`config.mk`:
```
export PLATFORM = sky130hd
export DESIGN_NAME = sdx_kernel_ctrl_multi
export DESIGN_NICKNAME = d
export VERILOG_FILES = /design/src/rtl/sdx_kernel_ctrl_multi.sv
export SDC_FILE = /design/constraint.sdc
export NUM_CORES = 1
export LEC_CHECK = 0
export CORE_UTILIZATION = 51
export DETAILED_ROUTE_END_ITERATION = 8
export HOLD_SLACK_MARGIN = 0.12
export MAX_ROUTING_LAYER = met4
export PLACE_DENSITY_LB_ADDON = 0.3
export SLEW_MARGIN = 20
export SYNTH_ARGS = -nofsm -noshare
export SYNTH_HDL_FRONTEND = slang
export SYNTH_SLANG_ARGS = --single-unit
export TNS_END_PERCENT = 50
```
`constraint.sdc`:
```
create_clock -name ap_clk -period 5.4 [get_ports ap_clk]
set_input_delay 1.62 -clock ap_clk [delete_from_list [all_inputs] [get_ports ap_clk]]
set_output_delay 1.62 -clock ap_clk [all_outputs]
set_load 0.02 [all_outputs]
```
`src/rtl/sdx_kernel_ctrl_multi.sv`:
```
`default_nettype none
// ============================================================================
// Module   : sdx_kernel_ctrl_multi
// Brief    : ap_ctrl_chain controller fanning one host start out to N channels
//            and aggregating their done pulses into ap_done.
// Revision : 1.0 - initial release
// ============================================================================
module sdx_kernel_ctrl_multi #(
    parameter int unsigned C_NUM_CHANNELS    = 4,
    parameter int unsigned C_XFER_SIZE_WIDTH = 32,
    parameter int unsigned C_DEFAULT_LENGTH  = 16384,
    parameter int unsigned C_CYCLE_CNT_WIDTH = 64
) (
    input  logic                         ap_clk,
    input  logic                         areset,
    input  logic                         ap_start,
    input  logic                         ap_continue,
    output logic                         ap_idle,
    output logic                         ap_ready,
    output logic                         ap_done,
    input  logic [C_XFER_SIZE_WIDTH-1:0] ctrl_xfer_size_in_bytes,
    input  logic [C_NUM_CHANNELS-1:0]    ch_enable,
    output logic [C_NUM_CHANNELS-1:0]    ch_start,
    output logic [C_XFER_SIZE_WIDTH-1:0] ch_xfer_size,
    input  logic [C_NUM_CHANNELS-1:0]    ch_done,
    output logic [C_NUM_CHANNELS-1:0]    ch_done_status,
    output logic [C_CYCLE_CNT_WIDTH-1:0] cycle_count
);

    localparam logic [C_XFER_SIZE_WIDTH-1:0] c_default_xfer = C_XFER_SIZE_WIDTH'(C_DEFAULT_LENGTH);
    localparam logic [C_CYCLE_CNT_WIDTH-1:0] c_cnt_one      = C_CYCLE_CNT_WIDTH'(1);

    typedef enum logic [1:0] {
        S_IDLE  = 2'd0,
        S_START = 2'd1,
        S_BUSY  = 2'd2,
        S_DONE  = 2'd3
    } state_t;

    state_t                         r_state;
    state_t                         w_state_next;
    logic                           r_ap_start;
    logic                           w_start_pulse;
    logic                           w_running;
    logic [C_NUM_CHANNELS-1:0]      r_en_mask;
    logic [C_NUM_CHANNELS-1:0]      r_status;
    logic [C_XFER_SIZE_WIDTH-1:0]   r_xfer_size;
    logic [C_CYCLE_CNT_WIDTH-1:0]   r_cycle_cnt;

    assign w_start_pulse = ap_start & ~r_ap_start;
    assign w_running     = (r_state == S_START) || (r_state == S_BUSY);

    always_comb begin
        w_state_next = r_state;
        case (r_state)
            S_IDLE:  if (w_start_pulse) w_state_next = S_START;
            S_START: w_state_next = S_BUSY;
            // Compare against the registered status so the last done costs two cycles to ap_done.
            S_BUSY:  if (r_status == r_en_mask) w_state_next = S_DONE;
            S_DONE:  if (ap_continue) w_state_next = S_IDLE;
            default: w_state_next = S_IDLE;
        endcase
    end

    always_ff @(posedge ap_clk) begin
        if (areset) begin
            r_state     <= S_IDLE;
            r_ap_start  <= 1'b0;
            r_en_mask   <= '0;
            r_status    <= '0;
            r_xfer_size <= c_default_xfer;
            r_cycle_cnt <= '0;
        end else begin
            r_state    <= w_state_next;
            r_ap_start <= ap_start;
            if ((r_state == S_IDLE) && w_start_pulse) begin
                r_en_mask   <= ch_enable;
                r_xfer_size <= (ctrl_xfer_size_in_bytes == '0) ? c_default_xfer
                                                               : ctrl_xfer_size_in_bytes;
                r_status    <= '0;
                r_cycle_cnt <= '0;
            end else if (w_running) begin
                r_status <= r_status | (ch_done & r_en_mask);
                if (r_cycle_cnt != '1) r_cycle_cnt <= r_cycle_cnt + c_cnt_one;
            end
        end
    end

    assign ap_idle        = (r_state == S_IDLE);
    assign ap_ready       = (r_state == S_START);
    assign ap_done        = (r_state == S_DONE);
    assign ch_start       = (r_state == S_START) ? r_en_mask : '0;
    assign ch_xfer_size   = r_xfer_size;
    assign ch_done_status = r_status;
    assign cycle_count    = r_cycle_cnt;

endmodule
`default_nettype wire

```
==> impl_metrics.env, run 1 <==
export IMPL_outcome="finished clean"
export IMPL_cts_setup_buffers=0
export IMPL_crit_arrival_ns=1.86
export IMPL_rsz0062_at_grt="false"
export IMPL_vias=4908
export IMPL_drive_gt1_share_pct=5.52
export IMPL_antenna_found_initial=0
export IMPL_cp_slowest_stage_delay_ns=0.62
export IMPL_timing_final_crit_share_pct=64.5
export IMPL_syn_area_um2=4940
export IMPL_yosysWarnings=0
export IMPL_tightest_slew_ns=0.847
export IMPL_placed_cell_area_um2=6490
export IMPL_htree_num_levels=3
export IMPL_slew_viol_final=0
export IMPL_cts_hold_buffers=0
export IMPL_wire_per_inst_um=16.9
export IMPL_cts_inserted_buffers=9
export IMPL_syn_instance_count=546
export IMPL_nets=734
export IMPL_r2r_setup_slack_ns=2.27
export IMPL_synth_edf_count=0
export IMPL_cp_depth=4
export IMPL_r2r_end="cycle_count[43]"
export IMPL_worst_r2r_path_depth=6
export IMPL_cts_tree="yes"
export IMPL_critical_path_buf_inv_count=2
export IMPL_syn_to_final_growth_pct=35.6
export IMPL_crit_fanout=5
export IMPL_vdd_drop_max_v=0.000268
export IMPL_antenna_cells=0
export IMPL_cp_top_family="buffers and inverters"
export IMPL_period_needed_ns=3.48
export IMPL_fp_dieW_um=100
export IMPL_ys_async_sr_fraction_pct=0
export IMPL_initial_utilization_pct=52.9
export IMPL_dp_hpwl_um=10100
export IMPL_synth_top_cell_area_share_pct=43.4
export IMPL_synth_nets=596
export IMPL_die_area_um2=10100
export IMPL_synth_ff_latch_count=107
export IMPL_core_um2=9330
export IMPL_ios=151
export IMPL_finClkSkew_ns=0.00876
export IMPL_slew_headroom_pct=43.5
export IMPL_avgSynthCellArea_um2=9.04
export IMPL_routed_wl_um=13800
export IMPL_drc_errors=0
export IMPL_yosysTopAreaCell="dfxtp_1"
export IMPL_cts_root_buffer="clkbuf_8"
export IMPL_drt_first_pass_iters=4
export IMPL_grt_pass1_wl_um=21900
export IMPL_die_h_um=100
export IMPL_cts_sinks=107
export IMPL_gp_congestion=0.872
export IMPL_cp_startpoint="r_state[1]"
export IMPL_p_per_area_nw_per_um2=288
export IMPL_fin_area_um2=6700
export IMPL_path_class="reg -> out"
export IMPL_hp_class="reg -> reg"
export IMPL_cp_cell_sequence="inv_1 > ha_1 > and2_1 > clkdlybuf4s50_1"
export IMPL_r2r_start="cycle_count[25]"
export IMPL_grt_pass1_vias=4612
export IMPL_grt_total_usage_pct=27.9
export IMPL_critPathLaunchType="register"
export IMPL_cp_end_kind="primary output"
export IMPL_finalSetupViolations=0
export IMPL_drt_initial_drc_count=294
export IMPL_grt_max_degree=53
export IMPL_placed_cells=802
export IMPL_synth_area_leaders="dfxtp_1 43%, a22o_1 6.2%, xnor2_1 4.4%"
export IMPL_ys_types=55
export IMPL_worstSetupEndpoint="ch_start[2]"
export IMPL_path_clk_slew_ns=0.10
export IMPL_clock_fmax_ghz=0.287
export IMPL_required_ns=3.78
export IMPL_tns_ns=0
export IMPL_post_cts_resize_count=0
export IMPL_numPortBuffers=150
export IMPL_fin_cells=818
export IMPL_hold_viol_final=0
export IMPL_placementRows=35
export IMPL_via_per_inst=6.00
export IMPL_overflow=0
export IMPL_crit_slowest_cell="clkdlybuf4s50_1"
export IMPL_seq_area_frac_synth_pct=43.4
export IMPL_maxCapViolations=0
export IMPL_antenna_left=0
export IMPL_synthFlopType="dfxtp_1"
export IMPL_power_leakage_nw=2.18
export IMPL_clockBufferDepth=2
export IMPL_clk_latency_ns=0.37
-- power breakdown --
group / leakage (nW) / switching [mW] / internal [mW]
sequential: 0.867 / 0.0483 / 0.849
clock: 0.0957 / 0.277 / 0.229
combinational: 1.21 / 0.314 / 0.210
total: 2.18 / 0.640 / 1.29
-- flip-flops by register name, indices dropped and copies added, names as in the netlist --
name	count
ch_done_status	4
r_en_mask	4
r_state	2
ch_xfer_size	32
r_ap_start	1
cycle_count	64
-- worst min path at each step --
stage | start | end | slack [ns] | depth (start not counted)
final | ch_xfer_size[31] | ch_xfer_size[31] | 0.49 | 1
after global routing | ch_xfer_size[6] | ch_xfer_size[6] | 0.52 | 1
after CTS | ch_xfer_size[31] | ch_xfer_size[31] | 0.49 | 1
after detailed placement | ch_xfer_size[10] | ch_xfer_size[10] | 0.47 | 1
after global placement | ch_xfer_size[14] | ch_xfer_size[14] | 0.45 | 1
after floorplan | r_state[1] | r_state[1] | 0.51 | 2
-- area by class of cell --
cell class | instances | area (µm²)
Timing Repair Buffer | 153 | 1520
Inverter | 9 | 33.8
Tap cell | 129 | 161
Clock inverter | 5 | 62.6
Clock buffer | 11 | 141
Sequential cell | 107 | 2140
Multi-Input combinational cell | 404 | 2630
Fill cell | 733 | 2630
-- layer usage --
metal / part of all wire, % / wire length [µm] / up-vias / track usage (%)
li1: - / - / 2325 / -
met4: 1.6 / 227 / 0 / 10.6
met2: 49 / 6760 / 208 / 45.0
met5: 0 / 0 / - / -
met3: 6.9 / 954 / 25 / 5.29
met1: 42 / 5860 / 2350 / 34.5
-- cell usage in the layout (no fill, tap or decap), types with 5 or more instances in the layout --
cell and instances:
or3_1 17, o41ai_1 5, or4_1 10, clkdlybuf4s50_1 150, o31ai_1 8, nand4_1 32, ha_1 6, xor2_1 12
nor2_1 50, a21oi_1 33, xnor2_1 25, o21ai_0 20, inv_1 9, nand3_1 20, a22o_1 35, nor3_1 19
dfxtp_1 107, clkbuf_8 10, and2_1 7, and3_1 6, nor4_1 18, nand2_1 32
-- synthesized netlist by cell type (6+ instances only) --
master	number
xor2_1	12
a21oi_1	33
and2_1	7
clkbuf_1	14
dfxtp_1	107
nor4_1	18
nor2_1	51
xnor2_1	25
nor3_1	19
o21ai_0	20
nand4_1	32
or4_1	10
ha_1	6
nand3_1	20
or3_1	17
a22o_1	35
nand2_1	32
inv_1	9
and3_1	6
o31ai_1	8
-- logic make-up (layout without fill, tap and decap cells) --
kind of cell	after synthesis	count (layout)	synth area share [%]
xor+xnor	37	37	6.57
simple gates	242	242	28.2
compound gates	119	119	16.9
flops	107	107	43.4
fa+ha+maj	6	6	1.52
buf+inv	35	178	3.47
-- metrics by stage --
step                      hold slack (ns)  power, mW  util, %  setup slack, ns
final                               0.491       1.93     71.8             1.92
after global routing                0.516       2.00     71.8             1.83
after CTS                           0.494       1.92     71.8             1.91
after detailed placement            0.466       1.43     69.6             1.73
after global placement              0.455       1.41     69.6             1.79
after floorplan                     0.507       1.21        -             2.54
Power figures use the tool's default switching activity.
==> inputs of run 2 (changes only) <==
- CORE_UTILIZATION: 51 -> 43
- clock period: 5.4 -> 3.1 ns (I/O delays scaled with it)
==> impl_metrics.env, run 2 (same netlist as run 1, synthesis figures left out) <==
export IMPL_grt_total_usage_pct=25.2
export IMPL_wire_per_inst_um=17.1
export IMPL_finClkSkew_ns=0.00538
export IMPL_period_needed_ns=2.74
export IMPL_cp_top_family="buffers and inverters"
export IMPL_initial_utilization_pct=44.7
export IMPL_cts_sinks=107
export IMPL_drive_gt1_share_pct=6.73
export IMPL_antenna_cells=0
export IMPL_power_leakage_nw=2.27
export IMPL_clock_fmax_ghz=0.365
export IMPL_fp_dieW_um=109
export IMPL_routed_wl_met3_um=1080
export IMPL_clk_latency_ns=0.35
export IMPL_syn_to_final_growth_pct=39.6
export IMPL_largest_reg_flops=64
export IMPL_cts_root_buffer="clkbuf_16"
export IMPL_maxCapViolations=0
export IMPL_crit_slowest_cell="clkdlybuf4s50_1"
export IMPL_antenna_found_initial=0
export IMPL_top_layer="met4"
export IMPL_nets=743
export IMPL_drt_initial_drc_count=313
export IMPL_grt_max_degree=36
export IMPL_cp_slowest_stage_delay_ns=0.62
export IMPL_tightest_slew_ns=0.759
export IMPL_dp_hpwl_um=10500
export IMPL_multi_input_area_um2=2630
export IMPL_vias=4932
export IMPL_drt_first_pass_iters=4
export IMPL_vdd_drop_max_v=0.000316
export IMPL_overflow=0
export IMPL_htree_num_levels=3
export IMPL_critical_path_buf_inv_count=2
export IMPL_whs_path_depth=1
export IMPL_critPathLaunchType="register"
export IMPL_r2r_setup_slack_ns=0.43
export IMPL_antenna_left=0
export IMPL_gp_congestion=0.856
export IMPL_m1WireLength_um=6050
export IMPL_grt_pass1_wl_um=22900
export IMPL_hold_viol_final=0
export IMPL_finalSetupViolations=0
export IMPL_cts_hold_buffers=0
export IMPL_hp_class="reg -> reg"
export IMPL_cts_inserted_buffers=9
export IMPL_worst_r2r_path_depth=6
export IMPL_routed_wl_met2_um=6860
export IMPL_slew_viol_final=0
export IMPL_fin_total_pwr_mw=3.68
export IMPL_via_per_inst=5.89
export IMPL_routed_wl_um=14300
export IMPL_tns_ns=0
export IMPL_slew_headroom_pct=49.4
export IMPL_placementRows=38
export IMPL_die_area_um2=11900
export IMPL_crit_arrival_ns=1.81
export IMPL_final_common_cell="clkdlybuf4s50_1"
export IMPL_required_ns=2.17
export IMPL_layout_common_cells="150 x clkdlybuf4s50_1, 107 x dfxtp_1, 50 x nor2_1"
export IMPL_cp_startpoint="r_state[1]"
export IMPL_post_cts_resize_count=0
export IMPL_fill_cells=931
export IMPL_numPortBuffers=150
export IMPL_die_h_um=109
export IMPL_rsz0062_at_grt="false"
export IMPL_clockBufferDepth=2
export IMPL_grt_pass1_vias=4725
export IMPL_p_per_area_nw_per_um2=534
export IMPL_r2r_start="cycle_count[28]"
export IMPL_cp_end_kind="primary output"
export IMPL_core_um2=11000
export IMPL_outcome="finished clean"
export IMPL_ios=151
export IMPL_regArea_um2=2140
export IMPL_hold_path_startpoint="ch_xfer_size[14]"
export IMPL_timing_final_crit_share_pct=88.4
export IMPL_cts_setup_buffers=0
export IMPL_cts_tree="yes"
export IMPL_drc_errors=0
export IMPL_path_clk_slew_ns=0.07
export IMPL_cp_depth=4
export IMPL_cp_cell_sequence="inv_1 > ha_1 > and2_1 > clkdlybuf4s50_1"
export IMPL_crit_fanout=5
export IMPL_path_class="reg -> out"
-- run 2: cell count changes in the layout (fill, tap and decap cells not counted) --
cell,previous run,this run
clkinv_4,2,0
clkbuf_8,10,1
inv_6,0,1
buf_4,3,11
clkbuf_16,0,9
clkinvlp_4,2,3
buf_12,0,1
-- run 2: worst paths after layout --
check,end
setup / recovery,ch_start[3]
hold / removal,ch_xfer_size[14]
setup reg to reg,cycle_count[51]
hold reg to reg,ch_xfer_size[14]
-- run 2: power by group --
group	total, mW	internal [mW]	switching, mW
Clock	1.17	0.652	0.522
Sequential	1.56	1.48	0.0801
Combinational	0.942	0.399	0.543
-- run 2: area by class of cell --
| type | count | area share, % |
|---|---|---|
| tap | 140 | 2.54 |
| clock inverter | 5 | 0.890 |
| clock buffer | 11 | 3.52 |
| multi-input combinational | 404 | 38.2 |
| timing repair buffer | 162 | 23.3 |
| inverter | 9 | 0.490 |
| sequential | 107 | 31.1 |
-- run 2: worst reg2reg max path: stages (launching register included) --
cell       delay [ns]
dfxtp_1          0.48
nand4_2          0.22
or3_1            0.49
nor2_1           0.20
o2111ai_2        0.44
or4_1            0.62
a21oi_1          0.16
-- run 2: layer usage --
metal / up-vias / global-route usage, %
li1: 2352 / -
met2: 220 / 39.3
met1: 2333 / 31.4
met5: - / -
met3: 27 / 5.56
met4: 0 / 10.2
-- run 2: stage by stage --
stage / utilization [%] / cell area (µm²) / hold WS (ns) / std cells / setup slack (ns)
after global routing: 62.5 / 6890 / 0.507 / 838 / 0.258
after floorplan: - / 4940 / 0.507 / 546 / 0.884
after detailed placement: 59.7 / 6590 / 0.467 / 822 / 0.447
final: 62.5 / 6890 / 0.483 / 838 / 0.358
after CTS: 62.5 / 6890 / 0.487 / 838 / 0.342
after global placement: 59.7 / 6590 / 0.453 / 822 / 0.524
